File: src/rtl/bitmap_pkg.sv
// -----------------------------------------------------------------------------
// bitmap_pkg
// Shared types and constants for the 320x240, 3-bit RGB bitmap draw path.
//   SCREEN_W / SCREEN_H : drawable area, used as the clip bounds
//   bm_x_t / bm_y_t     : frame-buffer column / row address types
//   bm_xsum_t/bm_ysum_t : one bit wider, for origin+extent sums
//   bm_color_t          : {R,G,B} pixel colour, with named colour constants
//   draw_state_e        : draw engine states IDLE / DRAW / DONE
// -----------------------------------------------------------------------------
package bitmap_pkg;

    localparam int unsigned SCREEN_W = 320;
    localparam int unsigned SCREEN_H = 240;

    typedef logic [8:0] bm_x_t;
    typedef logic [7:0] bm_y_t;
    typedef logic [2:0] bm_color_t;
    typedef logic [9:0] bm_xsum_t;
    typedef logic [8:0] bm_ysum_t;

    localparam bm_color_t BLACK   = 3'b000;
    localparam bm_color_t BLUE    = 3'b001;
    localparam bm_color_t GREEN   = 3'b010;
    localparam bm_color_t CYAN    = 3'b011;
    localparam bm_color_t RED     = 3'b100;
    localparam bm_color_t MAGENTA = 3'b101;
    localparam bm_color_t YELLOW  = 3'b110;
    localparam bm_color_t WHITE   = 3'b111;

    // Raw state encodings kept as plain constants so older code that
    // compares against bit patterns keeps working alongside the enum.
    localparam logic [1:0] ST_IDLE = 2'd0;
    localparam logic [1:0] ST_DRAW = 2'd1;
    localparam logic [1:0] ST_DONE = 2'd2;

    typedef enum logic [1:0] {
        IDLE = ST_IDLE,
        DRAW = ST_DRAW,
        DONE = ST_DONE
    } draw_state_e;

endpackage

File: src/rtl/bitmap_rect_clip.sv
// -----------------------------------------------------------------------------
// bitmap_rect_clip
// Combinational reduction of a rectangle command (x0, y0, w, h) to its
// exclusive end coordinates and an "empty" flag.
//   x0_i, y0_i   : top-left corner
//   w_i, h_i     : extent in pixels (0 legal)
//   x_end_o      : exclusive end column (10-bit)
//   y_end_o      : exclusive end row (9-bit)
//   empty_o      : rectangle produces no writes
// Build option BITMAP_RECT_CLIP_EN: when defined, the rectangle is clipped
// to SCREEN_W x SCREEN_H; when undefined, the raw sums are passed through
// and only a zero extent makes the rectangle empty.
// -----------------------------------------------------------------------------
module bitmap_rect_clip
    import bitmap_pkg::*;
(
    input  bm_x_t    x0_i,
    input  bm_y_t    y0_i,
    input  bm_x_t    w_i,
    input  bm_y_t    h_i,
    output bm_xsum_t x_end_o,
    output bm_ysum_t y_end_o,
    output logic     empty_o
);

    bm_xsum_t x_sum;
    bm_ysum_t y_sum;

    assign x_sum = {1'b0, x0_i} + {1'b0, w_i};
    assign y_sum = {1'b0, y0_i} + {1'b0, h_i};

`ifdef BITMAP_RECT_CLIP_EN
    localparam bm_xsum_t X_LIM = bm_xsum_t'(SCREEN_W);
    localparam bm_ysum_t Y_LIM = bm_ysum_t'(SCREEN_H);

    always_comb begin
        x_end_o = (x_sum > X_LIM) ? X_LIM : x_sum;
        y_end_o = (y_sum > Y_LIM) ? Y_LIM : y_sum;
        // An origin at or beyond the edge leaves nothing on screen even
        // though the min() above would give end < origin.
        empty_o = (w_i == '0) || (h_i == '0) ||
                  ({1'b0, x0_i} >= X_LIM) || ({1'b0, y0_i} >= Y_LIM);
    end
`else
    always_comb begin
        x_end_o = x_sum;
        y_end_o = y_sum;
        empty_o = (w_i == '0) || (h_i == '0);
    end
`endif

endmodule

File: src/rtl/bitmap_rect_drawer.sv
// -----------------------------------------------------------------------------
// bitmap_rect_drawer
// Filled-rectangle draw engine feeding the bitmap frame buffer write port.
// Accepts one command on a valid/ready handshake and scans the (optionally
// clipped) rectangle row-major, one pixel write per clock.
//   clk, reset            : clock, synchronous active-high reset
//   cmd_valid / cmd_ready : command handshake (ready only while idle)
//   cmd_x0, cmd_y0        : top-left corner
//   cmd_w, cmd_h          : extent in pixels (0 legal)
//   cmd_color             : fill colour {R,G,B}
//   x, y, color, wr_en    : pixel write port to the frame buffer
//   busy                  : command in progress (DRAW or DONE)
//   done                  : one-cycle completion pulse
// Build option BITMAP_RECT_CLIP_EN selects clipping to the screen (see
// bitmap_rect_clip); otherwise x/y wrap modulo 512/256.
// All outputs are registered.
// -----------------------------------------------------------------------------
module bitmap_rect_drawer
    import bitmap_pkg::*;
(
    input  logic       clk,
    input  logic       reset,
    input  logic       cmd_valid,
    output logic       cmd_ready,
    input  logic [8:0] cmd_x0,
    input  logic [7:0] cmd_y0,
    input  logic [8:0] cmd_w,
    input  logic [7:0] cmd_h,
    input  logic [2:0] cmd_color,
    output logic [8:0] x,
    output logic [7:0] y,
    output logic [2:0] color,
    output logic       wr_en,
    output logic       busy,
    output logic       done
);

    // -------------------------------------------------------------------------
    // Clip of the incoming command (only meaningful in the accept cycle)
    // -------------------------------------------------------------------------
    bm_xsum_t clip_x_end;
    bm_ysum_t clip_y_end;
    logic     clip_empty;
    bm_xsum_t span_x;
    bm_ysum_t span_y;

    bitmap_rect_clip u_clip (
        .x0_i    (cmd_x0),
        .y0_i    (cmd_y0),
        .w_i     (cmd_w),
        .h_i     (cmd_h),
        .x_end_o (clip_x_end),
        .y_end_o (clip_y_end),
        .empty_o (clip_empty)
    );

    // Scan extents; only used when the rectangle is non-empty, where they
    // are guaranteed to be at least 1.
    assign span_x = clip_x_end - {1'b0, cmd_x0};
    assign span_y = clip_y_end - {1'b0, cmd_y0};

    // -------------------------------------------------------------------------
    // State
    // -------------------------------------------------------------------------
    draw_state_e state_q,    state_d;
    bm_x_t       x_q,        x_d;
    bm_y_t       y_q,        y_d;
    bm_color_t   color_q,    color_d;
    logic        wr_en_q,    wr_en_d;
    logic        busy_q,     busy_d;
    logic        done_q,     done_d;
    logic        ready_q,    ready_d;
    bm_x_t       x0_q,       x0_d;
    bm_xsum_t    span_x_q,   span_x_d;
    // Pixels / rows still to go after the current one. Counting down keeps
    // termination independent of coordinate wrap in the unclipped build.
    bm_xsum_t    col_left_q, col_left_d;
    bm_ysum_t    row_left_q, row_left_d;

    always_comb begin
        state_d    = state_q;
        x_d        = x_q;
        y_d        = y_q;
        color_d    = color_q;
        wr_en_d    = wr_en_q;
        busy_d     = busy_q;
        done_d     = done_q;
        ready_d    = ready_q;
        x0_d       = x0_q;
        span_x_d   = span_x_q;
        col_left_d = col_left_q;
        row_left_d = row_left_q;

        case (state_q)
            IDLE: begin
                if (cmd_valid && ready_q) begin
                    ready_d  = 1'b0;
                    busy_d   = 1'b1;
                    color_d  = cmd_color;
                    x0_d     = cmd_x0;
                    span_x_d = span_x;
                    if (clip_empty) begin
                        state_d = DONE;
                        done_d  = 1'b1;
                    end else begin
                        state_d    = DRAW;
                        wr_en_d    = 1'b1;
                        x_d        = cmd_x0;
                        y_d        = cmd_y0;
                        col_left_d = span_x - 10'd1;
                        row_left_d = span_y - 9'd1;
                    end
                end
            end

            DRAW: begin
                if (col_left_q == '0) begin
                    if (row_left_q == '0) begin
                        // The pixel now on the port is the last one.
                        state_d = DONE;
                        wr_en_d = 1'b0;
                        done_d  = 1'b1;
                    end else begin
                        x_d        = x0_q;
                        y_d        = y_q + 8'd1;
                        col_left_d = span_x_q - 10'd1;
                        row_left_d = row_left_q - 9'd1;
                    end
                end else begin
                    x_d        = x_q + 9'd1;
                    col_left_d = col_left_q - 10'd1;
                end
            end

            DONE: begin
                state_d = IDLE;
                done_d  = 1'b0;
                busy_d  = 1'b0;
                ready_d = 1'b1;
            end

            default: begin
                state_d = IDLE;
                wr_en_d = 1'b0;
                done_d  = 1'b0;
                busy_d  = 1'b0;
                ready_d = 1'b1;
            end
        endcase
    end

    always_ff @(posedge clk) begin
        if (reset) begin
            state_q    <= IDLE;
            x_q        <= '0;
            y_q        <= '0;
            color_q    <= BLACK;
            wr_en_q    <= 1'b0;
            busy_q     <= 1'b0;
            done_q     <= 1'b0;
            ready_q    <= 1'b1;
            x0_q       <= '0;
            span_x_q   <= '0;
            col_left_q <= '0;
            row_left_q <= '0;
        end else begin
            state_q    <= state_d;
            x_q        <= x_d;
            y_q        <= y_d;
            color_q    <= color_d;
            wr_en_q    <= wr_en_d;
            busy_q     <= busy_d;
            done_q     <= done_d;
            ready_q    <= ready_d;
            x0_q       <= x0_d;
            span_x_q   <= span_x_d;
            col_left_q <= col_left_d;
            row_left_q <= row_left_d;
        end
    end

    assign x         = x_q;
    assign y         = y_q;
    assign color     = color_q;
    assign wr_en     = wr_en_q;
    assign busy      = busy_q;
    assign done      = done_q;
    assign cmd_ready = ready_q;

endmodule

File: config.mk
export PLATFORM = sky130hd
export DESIGN_NAME = bitmap_rect_drawer
export DESIGN_NICKNAME = d
export VERILOG_FILES = /design/src/rtl/bitmap_pkg.sv /design/src/rtl/bitmap_rect_clip.sv /design/src/rtl/bitmap_rect_drawer.sv
export SDC_FILE = /design/constraint.sdc
export NUM_CORES = 1
export LEC_CHECK = 0
export CORE_ASPECT_RATIO = 0.9
export CORE_MARGIN = 1.5
export CORE_UTILIZATION = 59
export CTS_CLUSTER_SIZE = 25
export DETAILED_ROUTE_END_ITERATION = 10
export PLACE_DENSITY = 0.95
export SLEW_MARGIN = 20
export SYNTH_ARGS = -nofsm -noshare
export SYNTH_HDL_FRONTEND = slang
export SYNTH_SLANG_ARGS = --single-unit
File: constraint.sdc
create_clock -name clk -period 4.7 [get_ports clk]
set_input_delay 0.94 -clock clk [delete_from_list [all_inputs] [get_ports clk]]
set_output_delay 0.94 -clock clk [all_outputs]
set_load 0.02 [all_outputs]
==> flow_metrics.tcl, run 1 <==
set metrics [dict create \
    ctsResizeCount 0 \
    finalNonFillerCells 696 \
    cts_tree "yes" \
    setup_viol 0 \
    gp_congestion 0.883 \
    synth-edff-count 0 \
    die_w_um 92.8 \
    wl_mm 11.4 \
    drtIter0Drc 256 \
    drv_cap 0 \
    ys_seq_area_frac 0.299 \
    diodes 0 \
    core-area_um2 7040 \
    place_area_um2 4910 \
    root_buffer "clkbuf_8" \
    synth_nets 621 \
    drc_errors 0 \
    min_path_type "register to register" \
    setup_tns_ps 0 \
    worst_hold_slack_ps 459 \
    worstSkewPairLatency_ps 350 \
    rsz0062_at_grt "false" \
    syn_area_um2 4280 \
    viasPerCell 6.17 \
    critPathKind "input port to register" \
    clock-sinks 64 \
    critPathSlowestCell "clkdlybuf4s50_1" \
    num-fill-cells 514 \
    slowest_delay_ps 570 \
    yosys-top-cells-area "dfxtp_1 30%, ha_1 8.2%, nor2_1 6.5%" \
    pin_count 64 \
    wire_per_inst_um 16.4 \
    crit-reg2reg-launch "state_q[0]" \
    seq_area_um2 1280 \
    cp_data_arrival_time_ps 3920 \
    finalHoldViolCount 0 \
    syn_inst 551 \
    clockBufferDepth 2 \
    clk_pin_slew_ps 70 \
    power_density_nw_per_um2 400 \
    yosys.area.top_type "dfxtp_1" \
    outcome "finished, final reports clean" \
    start_kind "input port" \
    grt_pass1_vias 4204 \
    multi_input_comb_area_um2 2750 \
    syn_avg_cell_area_um2 7.78 \
    htreeDepth 3 \
    vias 4296 \
    overflow 0 \
    grt_use_met2 0.524 \
    ys_warn_count 0 \
    synth_top_area_frac 0.299 \
    ctsHoldBuffers 0 \
    start_util 0.609 \
    io_buffer_count 63 \
    worstPathCellList "clkdlybuf4s50_1, ha_1, inv_1, fa_1, nor2_1, o22a_1, ha_1, nor3b_2, nand3b_1, or3b_1, xor2_1, a211oi_2" \
    syn_to_final_growth_pct 20.7 \
    cts_buffers 9 \
    crit_top_cell "ha_1" \
    track_usage 0.299 \
    drtAntennaViolNets 0 \
    crit_fanout 5 \
    slew_headroom 0.473 \
    async_reset_ff_frac 0 \
    antenna_found_initial 0 \
    crit_path_end_kind "register" \
    dp_hpwl_mm 7.85 \
    first_pass_iters 6 \
    dp.cells 680 \
    fin_skew_ps 11.5 \
    grt_pass1_wl_mm 18.8 \
    drive_gt1_frac 0.0746 \
    crit_buf_inv 2 \
    met3_usage 0.0865 \
    worstMarginPinSlew_ps 788 \
    peakVddDrop_mv 0.302 \
    grt.met1_usage 0.336 \
    grt-busiest-layer "met2" \
    period_minus_slack_ps 3650 \
    utilization 0.735 \
    yosys-top-cells-count "74 x nor2_1, 69 x nand2_1, 64 x dfxtp_1" \
    drv_slew 0 \
    cp-startpoint "cmd_x0[0]" \
    post_cts_buffers 0 \
    dieArea_um2 7780 \
    synthFlopType "dfxtp_1" \
    finalCritPeriodShare 0.777 \
    cpLargestDelayFamily "adder cells" \
    ys_seq_elements 64 \
    die_h_um 83.8 \
    min_from "color[2]" \
    fmax_mhz 274 \
    final_cell_area_um2 5170 \
    synth_most_common_cell "nor2_1" \
    final_nets 668 \
    ys_types 65 \
    grt_max_degree 42 \
    rows 29 \
    worst_ep_required_time_ps 4970 \
    power_leakage_nw 2.02 \
]
-- logic make-up after synthesis --
| logic type | Yosys count | synth area share |
|---|---|---|
| AO/OA/AOI/OAI | 151 | 0.245 |
| adder cells (fa/ha/maj) | 30 | 0.0911 |
| AND/OR/NAND/NOR | 220 | 0.246 |
| flip-flops | 64 | 0.299 |
| XOR/XNOR | 28 | 0.0572 |
| buffers and inverters | 58 | 0.0613 |
-- where the power goes --
| part | leakage (nW) | internal (mW) | switching [mW] | total [mW] |
|---|---|---|---|---|
| Combinational | 1.36 | 0.303 | 0.439 | 0.741 |
| Clock | 0.134 | 0.408 | 0.228 | 0.636 |
| Sequential | 0.527 | 0.616 | 0.0766 | 0.693 |
| Total | 2.02 | 1.33 | 0.743 | 2.07 |
-- per-stage QoR --
stage | total power, mW | setup WS (ps)
finish | 2.07 | 1050
global placement | 1.39 | 842
floorplan | 1.21 | 1500
global route | 2.17 | 925
detailed placement | 1.42 | 770
CTS | 2.06 | 1100
-- sequential cells by signal, indices dropped and copies added, names as in the netlist --
register,count
done,1
busy,1
x,9
span_x_q,10
col_left_q,10
y,8
wr_en,1
cmd_ready,1
color,3
state_q,2
x0_q,9
row_left_q,9
-- per-layer routing --
layer	share of wire	vias to the layer above
met5	0	-
met3	0.062	44
met2	0.50	173
met4	0.028	0
li1	-	2054
met1	0.41	2025
-- placed cells by master, fill, tap and decap left out, types with 6 or more instances in the layout --
| master | netlist | final |
|---|---|---|
| nand3_1 | 10 | 10 |
| a211oi_1 | 33 | 33 |
| xor2_1 | 14 | 14 |
| nor2_1 | 74 | 74 |
| nor3_1 | 19 | 18 |
| clkdlybuf4s50_1 | 0 | 62 |
| a21oi_1 | 40 | 40 |
| inv_1 | 26 | 26 |
| o21ai_0 | 22 | 22 |
| nand2b_1 | 7 | 6 |
| nand4_1 | 7 | 7 |
| ha_1 | 28 | 28 |
| and3_1 | 6 | 6 |
| clkbuf_8 | 0 | 9 |
| nand2_1 | 69 | 69 |
| a22oi_1 | 7 | 7 |
| dfxtp_1 | 64 | 64 |
| xnor2_1 | 14 | 14 |
-- area by class of cell --
type / instances / area share
Clock buffer: 9 / 0.0239
Clock inverter: 7 / 0.0276
Inverter: 26 / 0.0189
Multi-Input combinational cell: 429 / 0.531
Sequential cell: 64 / 0.248
Tap cell: 93 / 0.0225
Timing Repair Buffer: 68 / 0.128
-- tightest hold or removal path: stages, from the launching register on --
cell and delay, ps:
dfxtp_1 310, nand2_1 50, a21oi_1 50
-- path summary, 6_finish.rpt --
check | endpoint | slack (ps) | cells after the start
setup reg to reg | col_left_q[8] | 1790 | 9
hold reg to reg | color[2] | 460 | 2
hold / removal | color[2] | 460 | 2
setup / recovery | col_left_q[8] | 1050 | 12
Note: power is estimated with default switching activity, not from simulation.
==> run 2: changes to the inputs <==
CORE_UTILIZATION = 55   (was 59)
PLACE_DENSITY = 0.91   (was 0.95)
clock period = 3.6 ns   (was 4.7 ns; I/O delays follow)
==> run 2 against run 1 <==
Net effect: non-clock buffer count is 14 higher; cell count grew 2.4%; register-to-register slack worse by 880 ps; setup slack lost 810 ps; largest cell class unchanged.
==> flow_metrics.tcl, run 2 (same netlist as run 1, synthesis figures left out) <==
set metrics [dict create \
    outcome "finished, final reports clean" \
    pin_count 64 \
    power_density_nw_per_um2 505 \
    critPathSlowestCell "clkdlybuf4s50_1" \
    root_buffer "clkbuf_8" \
    multi_input_comb_area_um2 2750 \
    worst_hold_slack_ps 457 \
    cpLargestDelayFamily "simple AND/OR/NAND/NOR gates" \
    wl_mm 10.8 \
    min_from "color[2]" \
    crit_fanout 3 \
    layout_commonest_cell "nor2_1" \
    cts_tree "yes" \
    antenna_found_initial 0 \
    grt_pass1_vias 4227 \
    ctsResizeCount 0 \
    fmax_mhz 298 \
    min_path_type "register to register" \
    utilization 0.699 \
    first_pass_iters 4 \
    power_leakage_nw 2.08 \
    crit_buf_inv 3 \
    viasPerCell 5.96 \
    slew_headroom 0.428 \
    core-area_um2 7540 \
    overflow 0 \
    final_nets 682 \
    gp_congestion 0.916 \
    cp_data_arrival_time_ps 3620 \
    reg.largest.list "col_left_q: 10 flops, span_x_q: 10 flops" \
    drive_gt1_frac 0.0940 \
    vias 4247 \
    period_minus_slack_ps 3360 \
    die_w_um 96.0 \
    die_h_um 86.7 \
    drtAntennaViolNets 0 \
    finalHoldViolCount 0 \
    wire_per_inst_um 15.1 \
    rsz0062_at_grt "false" \
    io_buffer_count 63 \
    clock-sinks 64 \
    worstMarginPinSlew_ps 858 \
    cts_buffers 9 \
    worstSkewPairLatency_ps 350 \
    slowest_delay_ps 480 \
    drv_cap 0 \
    rows 30 \
    grt_max_degree 44 \
    track_usage 0.279 \
    diodes 0 \
    peakVddDrop_mv 0.288 \
    post_cts_buffers 0 \
    htreeDepth 3 \
    drv_slew 0 \
    drc_errors 0 \
    start_kind "input port" \
    clk_pin_slew_ps 70 \
    grt_pass1_wl_mm 18.5 \
    dp_hpwl_mm 7.80 \
    cp-startpoint "cmd_w[0]" \
    finalCritPeriodShare 0.934 \
    critPathKind "input port to register" \
    num-fill-cells 582 \
    crit-reg2reg-launch "col_left_q[4]" \
    seq_area_um2 1280 \
    setup_viol 0 \
    clockBufferDepth 2 \
    dieArea_um2 8330 \
    drtIter0Drc 308 \
    syn_to_final_growth_pct 23.1 \
    mostFrequentLayoutCells "74 x nor2_1, 69 x nand2_1, 64 x dfxtp_1, 62 x clkdlybuf4s50_1, 40 x a21oi_1" \
    start_util 0.568 \
    ctsHoldBuffers 0 \
    fin_skew_ps 10.8 \
    worstPathCellList "clkdlybuf4s50_1, inv_1, ha_1, inv_1, fa_1, nor2_1, o22a_1, ha_1, nor3b_2, nand3b_1, or3b_1, xor2_1, a211oi_2" \
    crit_path_end_kind "register" \
    worst_ep_required_time_ps 3860 \
]
run 2: changes by cell type in the layout (fill, tap and decap cells not counted):
cell	delta
buf_4	+13
clkbuf_8	+1
buf_12	+1
bufinv_16	-1
inv_6	-1
clkbuf_1	+1
run 2: power by group:
group	internal (mW)	leakage (nW)	switching, mW
Combinational	0.430	1.43	0.568
Sequential	0.804	0.527	0.0964
Clock	0.479	0.124	0.283
Total	1.71	2.08	0.948
run 2: through the flow:
stage	cell area, um2	setup WS, ps	setup TNS (ps)	power, mW	instances
2_1_floorplan	4280	620	0	1.58	551
3_3_place_gp	5030	18.7	0	1.85	697
3_5_place_dp	5030	-57.3	-57.3	1.89	697
4_1_cts	5270	283	0	2.66	713
5_1_grt	5270	150	0	2.82	713
6_report	5270	239	0	2.66	713
run 2: area by class of cell:
cell class / instances / area share
Tap cell: 96 / 0.0228
Inverter: 26 / 0.0185
Clock buffer: 11 / 0.0268
Multi-Input combinational cell: 429 / 0.521
Clock inverter: 5 / 0.0197
Sequential cell: 64 / 0.243
Timing Repair Buffer: 82 / 0.148
run 2: path summary, 6_finish.rpt:
path / to / slack [ps] / depth (start not counted)
setup / recovery: col_left_q[8] / 240 / 13
hold / removal: color[2] / 460 / 2
setup reg to reg: row_left_q[2] / 910 / 7
hold reg to reg: color[2] / 460 / 2
run 2: routing by layer:
| metal | part of all wire | wire length (um) | global-route usage | vias to the layer above |
|---|---|---|---|---|
| met5 | 0 | 0 | 0 | - |
| met4 | 0.020 | 221 | 0.107 | 0 |
| met3 | 0.055 | 592 | 0.0693 | 24 |
| met2 | 0.50 | 5420 | 0.497 | 155 |
| met1 | 0.42 | 4560 | 0.318 | 1996 |
| li1 | - | - | - | 2072 |
run 2: worst reg2reg max path, delay by kind of cell, from the launching register on:
family          cells  cell delay, ps
flops               1             340
simple gates        4            1600
compound gates      3             610
==> run 3: changes to the inputs <==
PLACE_DENSITY = 0.86   (was 0.91)
==> run 3 against run 2 <==
Net effect: global-route usage decreased by 0.76 points; clock skew is 4.6 ps lower; first-iteration DRC count decreased by 32%; sequential share of layout area up 0.32 points; routed wire length grew 0.94%; final area fell by 1.3%; via count decreased by 0.85%; non-clock buffer count fell by 4; largest cell class unchanged; register-to-register slack better by 50 ps; worst hold slack barely moved; setup slack improved by 63 ps; highest routed layer unchanged.
==> flow_metrics.tcl, run 3 (same netlist as run 1, synthesis figures left out) <==
set metrics [dict create \
    htreeDepth 3 \
    dieArea_um2 8330 \
    rows 30 \
    viasPerCell 5.95 \
    first_pass_iters 5 \
    root_buffer "clkbuf_8" \
    min_from "span_x_q[4]" \
    wire_per_inst_um 15.4 \
    fin_skew_ps 6.20 \
    worstMarginPinSlew_ps 949 \
    vias 4211 \
    cts_tree "yes" \
    drive_gt1_frac 0.0866 \
    die_w_um 96.0 \
    min_path_type "register to register" \
    drv_cap 0 \
    preCtsSetupSlack_ps 10.5 \
    drv_slew 0 \
    peakVddDrop_mv 0.361 \
    start_util 0.568 \
    crit_fanout 3 \
    gp_congestion 0.879 \
    track_usage 0.271 \
    fmax_mhz 303 \
    drtIter0Drc 209 \
    layout_commonest_cell "nor2_1" \
    diodes 0 \
    worstPathCellList "clkdlybuf4s50_1, inv_1, ha_1, inv_1, fa_1, nor2_1, o22a_1, ha_1, nor3b_2, nand3b_1, or3b_1, xor2_1, a211oi_2" \
    fin_ws_ps 302 \
    final_nets 678 \
    mostFrequentLayoutCells "74 x nor2_1, 69 x nand2_1, 64 x dfxtp_1, 62 x clkdlybuf4s50_1, 40 x a21oi_1" \
    post_cts_buffers 0 \
    finalHoldViolCount 0 \
    cp-startpoint "cmd_w[0]" \
    setup_tns_ps 0 \
    ctsResizeCount 0 \
    worst_ep_required_time_ps 3850 \
    crit-reg2reg-launch "state_q[0]" \
    wl_mm 10.9 \
    finalCritPeriodShare 0.916 \
    cts_buffers 9 \
    die_h_um 86.7 \
    slew_headroom 0.367 \
    ctsHoldBuffers 0 \
    critPathSlowestCell "clkdlybuf4s50_1" \
    critPathKind "input port to register" \
    rsz0062_at_grt "false" \
    crit_path_end_kind "register" \
    cpLargestDelayFamily "simple AND/OR/NAND/NOR gates" \
    num-fill-cells 612 \
    reg.largest.list "col_left_q: 10 flops, span_x_q: 10 flops" \
    grt_pass1_wl_mm 17.9 \
    syn_to_final_growth_pct 21.5 \
    clk_pin_slew_ps 60 \
    overflow 0 \
    worstSkewPairLatency_ps 340 \
    period_minus_slack_ps 3300 \
    core-area_um2 7540 \
    outcome "finished, final reports clean" \
    start_kind "input port" \
    power_density_nw_per_um2 494 \
    cp_data_arrival_time_ps 3550 \
    clockBufferDepth 2 \
    slowest_delay_ps 480 \
    power_leakage_nw 2.05 \
    grt_pass1_vias 3892 \
    clock-sinks 64 \
    dp_hpwl_mm 7.59 \
    drtAntennaViolNets 0 \
    antenna_found_initial 0 \
    crit_buf_inv 3 \
    drc_errors 0 \
    setup_viol 0 \
    pin_count 64 \
    io_buffer_count 63 \
    grt_max_degree 51 \
]
-- run 3: routing by layer --
layer | vias to the layer above | global-route usage | wire length [um]
met3 | 19 | 0.0658 | 654
met4 | 0 | 0.0762 | 144
li1 | 2069 | - | -
met5 | - | 0 | 0
met1 | 1993 | 0.341 | 4710
met2 | 130 | 0.460 | 5390
-- run 3: path summary, 6_finish.rpt --
| kind | slack (ps) | end | cells past startpoint |
|---|---|---|---|
| hold / removal | 460 | span_x_q[4] | 2 |
| setup / recovery | 300 | col_left_q[8] | 13 |
| hold reg to reg | 460 | span_x_q[4] | 2 |
| setup reg to reg | 960 | col_left_q[8] | 9 |
-- run 3: per-stage QoR --
stage          power, mW  utilization  std cells  cell area (um2)  hold WS, ps
2_1_floorplan       1.58            -        551             4280          436
3_3_place_gp        1.84        0.661        693             4980          442
3_5_place_dp        1.87        0.661        693             4980          448
4_1_cts             2.57        0.690        708             5200          458
5_1_grt             2.72        0.690        708             5200          473
6_report            2.57        0.690        708             5200          457
-- run 3: worst min-delay path, delay by kind of cell (launching register included) --
| family | cells | cell delay [ps] |
|---|---|---|
| compound gates | 1 | 50 |
| simple gates | 1 | 50 |
| flops | 1 | 310 |
-- run 3: area by class of cell --
type | instances | area [um2] | area share
clock buffers | 12 | 155 | 0.0298
clock inverters | 3 | 65.1 | 0.0125
inverters | 26 | 97.6 | 0.0188
multi-input cells | 429 | 2750 | 0.528
flip-flops and latches | 64 | 1280 | 0.246
well taps | 96 | 120 | 0.0231
repair buffers | 78 | 738 | 0.142
-- run 3: power breakdown --
group	switching (mW)	leakage (nW)	internal, mW
logic	0.564	1.41	0.413
registers	0.0990	0.527	0.805
clock network	0.266	0.112	0.423
total	0.928	2.05	1.64
